**src/rtl/pi_servo_pkg.sv**
```systemverilog
// Shared constants, types and saturation limits for the AXI-Stream PI servo.
package pi_servo_pkg;

  localparam int unsigned SHIFT_W       = 6;
  localparam int unsigned ACC_WIDTH_DEF = 48;

  // Signed power-of-two gain exponent.
  typedef logic signed [SHIFT_W-1:0] shexp_t;

  function automatic longint sat_hi(input int unsigned w);
    return (longint'(1) <<< (w - 1)) - 1;
  endfunction

  function automatic longint sat_lo(input int unsigned w);
    return -(longint'(1) <<< (w - 1));
  endfunction

endpackage

```
**src/rtl/axis_pi_servo_if.sv**
```systemverilog
// AXI-Stream channel carrying a data word and a channel number in tuser.
interface axis_pi_servo_if #(
  parameter int unsigned DATA_WIDTH = 32,
  parameter int unsigned CH_W       = 1
) ();

  logic [DATA_WIDTH-1:0] tdata;
  logic [CH_W-1:0]       tuser;
  logic                  tvalid;
  logic                  tready;

  modport master (output tdata, output tuser, output tvalid, input tready);
  modport slave  (input tdata, input tuser, input tvalid, output tready);

endinterface

```
**src/rtl/pi_shift.sv**
```systemverilog
// Signed bidirectional arithmetic shift: k >= 0 shifts left, k < 0 shifts right by |k|.
module pi_shift
  import pi_servo_pkg::*;
#(
  parameter int unsigned W = 48
) (
  input  logic signed [W-1:0] din,
  input  shexp_t              k,
  output logic signed [W-1:0] dout
);

  logic [SHIFT_W-1:0] mag;

  always_comb begin
    // Unsigned magnitude, so -32 still decodes as a 32-bit shift.
    mag  = k[SHIFT_W-1] ? SHIFT_W'(-k) : SHIFT_W'(k);
    dout = k[SHIFT_W-1] ? (din >>> mag) : (din <<< mag);
  end

endmodule

```
**src/rtl/axis_pi_servo.sv**
```systemverilog
// Three-stage multi-channel PI servo on AXI-Stream samples with per-channel integrators.
// Define PI_SAT_EN for saturating integrator/action arithmetic and sticky sat_flag.
module axis_pi_servo
  import pi_servo_pkg::*;
#(
  parameter int unsigned IN_WIDTH   = 14,
  parameter int unsigned DATA_WIDTH = 32,
  parameter int unsigned ACC_WIDTH  = ACC_WIDTH_DEF,
  parameter int unsigned N_CH       = 2,
  localparam int unsigned CH_W      = (N_CH > 1) ? $clog2(N_CH) : 1
) (
  input  logic                       clk,
  input  logic                       rst,
  axis_pi_servo_if.slave             s_axis,
  axis_pi_servo_if.master            m_axis,
  input  logic signed [IN_WIDTH-1:0] setpoint,
  input  shexp_t                     kp,
  input  shexp_t                     ki,
  input  shexp_t                     kg,
  input  logic                       invert,
  input  logic                       hold,
  input  logic                       int_clr,
  output logic [N_CH-1:0]            sat_flag
);

  typedef logic signed [ACC_WIDTH-1:0] acc_t;

  logic adv;

  logic                  v1_q, v2_q, v3_q, m_valid_q;
  logic [CH_W-1:0]       ch1_q, ch2_q, ch3_q, m_user_q;
  acc_t                  err1_q, err2_q, int2_q, sum3_q;
  logic [DATA_WIDTH-1:0] m_data_q;
  acc_t                  integ_q [N_CH];

  logic signed [IN_WIDTH-1:0] pv;
  logic [CH_W-1:0]            ch_d;
  acc_t                       err_d, int_cur, int_sum, int_d;
  acc_t                       sh_p, sh_i, sum_d, sh_g, act;
  logic [DATA_WIDTH-1:0]      out_d;

  // Whole pipeline freezes only while a valid output is refused.
  assign adv           = !(m_valid_q && !m_axis.tready);
  assign s_axis.tready = adv;
  assign m_axis.tvalid = m_valid_q;
  assign m_axis.tdata  = m_data_q;
  assign m_axis.tuser  = m_user_q;

  // S1: error from the top IN_WIDTH bits of the sample.
  always_comb begin
    pv    = $signed(s_axis.tdata[DATA_WIDTH-1 -: IN_WIDTH]);
    err_d = ACC_WIDTH'(setpoint) - ACC_WIDTH'(pv);
    ch_d  = (32'(s_axis.tuser) >= N_CH) ? '0 : s_axis.tuser;
  end

`ifdef PI_SAT_EN
  localparam acc_t SAT_HI = acc_t'(sat_hi(DATA_WIDTH));
  localparam acc_t SAT_LO = acc_t'(sat_lo(DATA_WIDTH));
  logic int_sat, act_sat;
  logic [N_CH-1:0] sat_q;
`endif

  // S2: integrator read-modify-write against the array itself, so back-to-back
  // samples on one channel see each other's update.
  always_comb begin
    int_cur = integ_q[ch1_q];
    int_sum = int_cur + err1_q;
`ifdef PI_SAT_EN
    int_sat = 1'b0;
    if (int_sum > SAT_HI) begin
      int_d   = SAT_HI;
      int_sat = 1'b1;
    end else if (int_sum < SAT_LO) begin
      int_d   = SAT_LO;
      int_sat = 1'b1;
    end else begin
      int_d = int_sum;
    end
    if (hold) int_sat = 1'b0;
`else
    int_d = int_sum;
`endif
    if (hold) int_d = int_cur;
  end

  always_ff @(posedge clk or posedge rst) begin
    if (rst) begin
      for (int i = 0; i < N_CH; i++) integ_q[i] <= '0;
    end else if (int_clr) begin
      for (int i = 0; i < N_CH; i++) integ_q[i] <= '0;
    end else if (adv && v1_q) begin
      integ_q[ch1_q] <= int_d;
    end
  end

  // S3: proportional plus integral terms.
  pi_shift #(.W(ACC_WIDTH)) u_shift_p (.din(err2_q), .k(kp), .dout(sh_p));
  pi_shift #(.W(ACC_WIDTH)) u_shift_i (.din(int2_q), .k(ki), .dout(sh_i));
  assign sum_d = sh_p + sh_i;

  // Output: overall gain, polarity and narrowing to DATA_WIDTH.
  pi_shift #(.W(ACC_WIDTH)) u_shift_g (.din(sum3_q), .k(kg), .dout(sh_g));

  always_comb begin
    act = invert ? -sh_g : sh_g;
`ifdef PI_SAT_EN
    act_sat = 1'b0;
    if (act > SAT_HI) begin
      out_d   = DATA_WIDTH'(SAT_HI);
      act_sat = 1'b1;
    end else if (act < SAT_LO) begin
      out_d   = DATA_WIDTH'(SAT_LO);
      act_sat = 1'b1;
    end else begin
      out_d = act[DATA_WIDTH-1:0];
    end
`else
    out_d = act[DATA_WIDTH-1:0];
`endif
  end

  always_ff @(posedge clk or posedge rst) begin
    if (rst) begin
      v1_q      <= 1'b0;
      v2_q      <= 1'b0;
      v3_q      <= 1'b0;
      m_valid_q <= 1'b0;
      ch1_q     <= '0;
      ch2_q     <= '0;
      ch3_q     <= '0;
      m_user_q  <= '0;
      err1_q    <= '0;
      err2_q    <= '0;
      int2_q    <= '0;
      sum3_q    <= '0;
      m_data_q  <= '0;
    end else if (adv) begin
      v1_q      <= s_axis.tvalid;
      ch1_q     <= ch_d;
      err1_q    <= err_d;
      v2_q      <= v1_q;
      ch2_q     <= ch1_q;
      err2_q    <= err1_q;
      int2_q    <= int_d;
      v3_q      <= v2_q;
      ch3_q     <= ch2_q;
      sum3_q    <= sum_d;
      m_valid_q <= v3_q;
      if (v3_q) begin
        m_data_q <= out_d;
        m_user_q <= ch3_q;
      end
    end
  end

`ifdef PI_SAT_EN
  always_ff @(posedge clk or posedge rst) begin
    if (rst) begin
      sat_q <= '0;
    end else if (int_clr) begin
      sat_q <= '0;
    end else if (adv) begin
      if (v1_q && int_sat) sat_q[ch1_q] <= 1'b1;
      if (v3_q && act_sat) sat_q[ch3_q] <= 1'b1;
    end
  end
  assign sat_flag = sat_q;
`else
  assign sat_flag = '0;
`endif

endmodule

```
**src/flat_wrapper.sv**
```systemverilog
// flat-port wrapper written by rule: the top's interface ports become plain ports
module axis_pi_servo_flat import pi_servo_pkg::*;
#(
  parameter int unsigned IN_WIDTH   = 14,
  parameter int unsigned DATA_WIDTH = 32,
  parameter int unsigned ACC_WIDTH  = ACC_WIDTH_DEF,
  parameter int unsigned N_CH       = 2,
  localparam int unsigned CH_W      = (N_CH > 1) ? $clog2(N_CH) : 1
)
  (clk, rst, setpoint, kp, ki, kg, invert, hold, int_clr, sat_flag, s_axis_tdata, s_axis_tuser, s_axis_tvalid, s_axis_tready, m_axis_tdata, m_axis_tuser, m_axis_tvalid, m_axis_tready);
  axis_pi_servo_if #(.DATA_WIDTH(DATA_WIDTH), .CH_W((1))) s_axis_i ();
  axis_pi_servo_if #(.DATA_WIDTH(DATA_WIDTH), .CH_W((1))) m_axis_i ();
  input  logic clk;
  input  logic rst;
  input  logic signed [IN_WIDTH-1:0] setpoint;
  input  shexp_t kp;
  input  shexp_t ki;
  input  shexp_t kg;
  input  logic invert;
  input  logic hold;
  input  logic int_clr;
  output logic [N_CH-1:0] sat_flag;
  input wire logic [$bits(s_axis_i.tdata)-1:0] s_axis_tdata;
  input wire logic [$bits(s_axis_i.tuser)-1:0] s_axis_tuser;
  input wire logic [$bits(s_axis_i.tvalid)-1:0] s_axis_tvalid;
  output wire logic [$bits(s_axis_i.tready)-1:0] s_axis_tready;
  output wire logic [$bits(m_axis_i.tdata)-1:0] m_axis_tdata;
  output wire logic [$bits(m_axis_i.tuser)-1:0] m_axis_tuser;
  output wire logic [$bits(m_axis_i.tvalid)-1:0] m_axis_tvalid;
  input wire logic [$bits(m_axis_i.tready)-1:0] m_axis_tready;
  assign s_axis_i.tdata = s_axis_tdata;
  assign s_axis_i.tuser = s_axis_tuser;
  assign s_axis_i.tvalid = s_axis_tvalid;
  assign s_axis_tready = s_axis_i.tready;
  assign m_axis_tdata = m_axis_i.tdata;
  assign m_axis_tuser = m_axis_i.tuser;
  assign m_axis_tvalid = m_axis_i.tvalid;
  assign m_axis_i.tready = m_axis_tready;
  axis_pi_servo #(.IN_WIDTH(IN_WIDTH), .DATA_WIDTH(DATA_WIDTH), .ACC_WIDTH(ACC_WIDTH), .N_CH(N_CH)) u_core (.clk(clk), .rst(rst), .s_axis(s_axis_i), .m_axis(m_axis_i), .setpoint(setpoint), .kp(kp), .ki(ki), .kg(kg), .invert(invert), .hold(hold), .int_clr(int_clr), .sat_flag(sat_flag));
endmodule
```
**config.mk**
```make
export PLATFORM = sky130hd
export DESIGN_NAME = axis_pi_servo_flat
export DESIGN_NICKNAME = d
export VERILOG_FILES = /design/src/rtl/pi_servo_pkg.sv /design/src/rtl/axis_pi_servo_if.sv /design/src/rtl/pi_shift.sv /design/src/rtl/axis_pi_servo.sv /design/src/flat_wrapper.sv
export SDC_FILE = /design/constraint.sdc
export NUM_CORES = 2
export LEC_CHECK = 0
export CAP_MARGIN = 20
export CORE_MARGIN = 5
export CORE_UTILIZATION = 50
export DETAILED_ROUTE_END_ITERATION = 6
export GPL_TIMING_DRIVEN = 0
export HOLD_SLACK_MARGIN = 0.12
export PLACE_DENSITY = 0.68
export SYNTH_ARGS = -nofsm -noshare
export SYNTH_HDL_FRONTEND = slang
export SYNTH_SLANG_ARGS = --single-unit
```
**constraint.sdc**
```tcl
create_clock -name clk -period 8.6 [get_ports clk]
set_input_delay 0.86 -clock clk [delete_from_list [all_inputs] [get_ports clk]]
set_output_delay 0.86 -clock clk [all_outputs]
set_load 0.01 [all_outputs]
```
==> flow_summary.ini <==
[worst_setup_path]
cp.arrival_ps = 8790
crit_type = primary input to flip-flop
endpoint_kind = flip-flop
critPathSlowestCell = o21ai_0
crit_top_cell = o21ai_0
worstPathRequired_ps = 9070
cpPeakStageDelay_ps = 450
crit_path_start_kind = primary input
cp_max_fo = 10
path_buf_inv = 7
critPathTopFamily = compound AO/OA/AOI/OAI gates

[clocking]
numCtsBuffers = 31
cts_sinks = 262
htree_levels = 1
cts_tree = done
postCtsSetupBuffers = 0
ctsHoldBuffers = 0
clockBufferDepth = 3
insertion_delay_ps = 620
clockRootBuffer = clkbuf_16
path_clk_slew_ps = 70

[yosys]
synth_mux_area_share_pct = 19.9
yosys.area_share.simple_pct = 19.9
syn-cell-area_mm2 = 0.0291
synth_cell_type_count = 100
synth.avg_cell_area_um2 = 7.66
synth_top_family_by_area = compound AO/OA/AOI/OAI gates
synth_xor_area_share_pct = 3.81
synth_compound_area_share_pct = 23.4
ys.flop_type = dfrtp_1
ys_ff_latch = 262
synth_fa_ha_area_share_pct = 5.02
synth-seq-area-share_pct = 22.5
syn_inst = 3799
synth_warnings = 0
synth_edf_count = 0
synthArstFlopShare_pct = 100

[floorplanning]
rows = 88
core_mm2 = 0.0577
die-area_mm2 = 0.0631
dieWidth_um = 251
ios = 109
die_height_um = 251
start_util_pct = 50.4

[cells_and_area]
drive_gt1_share_pct = 7.34
mostFrequentLayoutCell = nor2_1
fillers = 5653
nNetsFinal = 4102
antenna_cells = 0
final_cell_area_mm2 = 0.0320
layout_common_cells = 487 x nor2_1, 413 x nand2_1, 410 x mux2i_1
syn_to_final_growth_pct = 10.1
fin_util_pct = 55.5

[routing]
wire_per_inst_um = 25.9
drt-total-wl_mm = 122
drc = 9
first_pass_iters = 7
drt_iter0_drc = 3456
vias_per_cell = 6.50
routed-via-count = 30600
ant_nets = 0

[outcome]
violations = design-rule violations
status = finished, violations left

[power]
p_leak_nw = 14.3
powerDensity_mw_per_mm2 = 338
ir_worst_vdd_mv = 0.206

[grt]
grt_overflow_total = 0
track_usage_pct = 36.7
grt_pass1_wl_mm = 181
grt_max_degree = 116
antenna_found_initial = 2
grt_pass1_vias = 28900

[placement]
port_buffers = 77
gp_congestion = 1.08
placed_cell_area_mm2 = 0.0309
hpwl_mm = 97.3

[timing]
fmax_ghz = 0.120
hold_viol = 0
max_slew_margin_pct = 13.6
fin_tns_setup_ps = 0
rsz0062_at_grt = false
fin_crit_ps = 8320
fin_skew_ps = 17.9
slew_violations = 0
post-route-period-util_pct = 96.7
tightest_slew_ps = 1300
setup_violations = 0

[worst_hold_path]
holdCritPathClass = flip-flop to flip-flop

[flow_run]
max_cap_viol_count = 0
[metal layers]
| metal | part of all wire (%) | GRT usage [%] | vias up |
|---|---|---|---|
| li1 | - | - | 14000 |
| met1 | 40 | 46.5 | 14600 |
| met2 | 45 | 59.9 | 1550 |
| met3 | 7.3 | 5.00 | 431 |
| met4 | 7.6 | 21.6 | 0 |
| met5 | 0 | 0 | - |
[cell families after synthesis]
| kind of cell | after synthesis |
|---|---|
| adder cells (fa/ha/maj) | 115 |
| AO/OA/AOI/OAI | 1106 |
| other | 1 |
| buffers and inverters | 356 |
| flip-flops | 262 |
| multiplexers | 541 |
| XOR/XNOR | 124 |
| AND/OR/NAND/NOR | 1294 |
[layout make-up]
class / instances / area [um^2] / area share (%)
Sequential cell: 262 / 6560 / 20.5
Clock buffer: 43 / 901 / 2.81
Buffer: 286 / 1350 / 4.20
Multi-Input combinational cell: 3182 / 21000 / 65.5
Timing Repair Buffer: 82 / 873 / 2.73
Clock inverter: 11 / 151 / 0.473
Inverter: 70 / 270 / 0.844
Tap cell: 765 / 957 / 2.99
[registers in the layout, indices dropped and copies added, names as in the netlist]
register,cells
u_core.ch1_q,1
u_core.m_axis.tuser,1
u_core.v1_q,1
u_core.ch3_q,1
u_core.err1_q,15
u_core.err2_q,15
u_core.int2_q,48
u_core.v2_q,1
u_core.integ_q,96
u_core.m_axis.tvalid,1
u_core.ch2_q,1
u_core.sum3_q,48
u_core.m_axis.tdata,32
u_core.v3_q,1
[per-stage QoR]
| stage | power, mW | hold slack, ps | worst slack (ps) | cells |
|---|---|---|---|---|
| 2_1_floorplan | 6.71 | 435 | 528 | 3800 |
| 3_3_place_gp | 9.08 | 452 | -3020 | 4642 |
| 3_5_place_dp | 9.11 | 465 | -1660 | 4646 |
| 4_1_cts | 10.5 | 475 | 48.3 | 4700 |
| 5_1_grt | 11.4 | 500 | 49.4 | 4701 |
| 6_report | 10.8 | 479 | 282 | 4701 |
[synthesized netlist by cell type, types with 79 or more instances]
master | n | area, um^2
mux2_2 | 107 | 1200
clkbuf_1 | 198 | 743
ha_1 | 112 | 1400
nand2_1 | 413 | 1550
nand2b_1 | 90 | 563
nor2_1 | 487 | 1830
nor3_1 | 89 | 445
o21ai_0 | 360 | 1800
mux2i_1 | 413 | 4130
dfrtp_1 | 262 | 6560
a21oi_1 | 281 | 1410
a211oi_1 | 79 | 593
[final timing paths]
path / depth (start not counted) / from / endpoint / slack [ps]
setup reg to reg: 17 / u_core.ch1_q / u_core.int2_q[43] / 1880
hold / removal: 2 / u_core.ch2_q / u_core.ch2_q / 480
min in group asynchronous: 2 / rst / u_core.err1_q[6] / 690
max in group asynchronous: 3 / rst / u_core.m_axis.tdata[10] / 6910
hold reg to reg: 2 / u_core.ch2_q / u_core.ch2_q / 480
setup / recovery: 30 / ki[0] / u_core.sum3_q[47] / 280
[repair_timing]
action,in CTS,in global routing
resized for setup,9,17
gates cloned,0,0
endpoints found under the setup margin,24,7
endpoints found under the hold margin,0,0
[where the power goes]
part	total (mW)	switching, mW	leakage, nW	internal (mW)
logic	7.20	4.64	10.5	2.56
registers	2.25	0.538	3.31	1.71
clock network	1.38	0.565	0.520	0.816
[worst reg2reg max path, delay by kind of cell (launching register included)]
| kind | cells | cell delay [ps] |
|---|---|---|
| XOR/XNOR | 1 | 310 |
| flip-flops | 1 | 320 |
| multiplexers | 2 | 560 |
| buffers and inverters | 4 | 1820 |
| AND/OR/NAND/NOR | 1 | 160 |
| AO/OA/AOI/OAI | 8 | 3120 |
| adder cells (fa/ha/maj) | 1 | 330 |
Power figures use the tool's default switching activity.
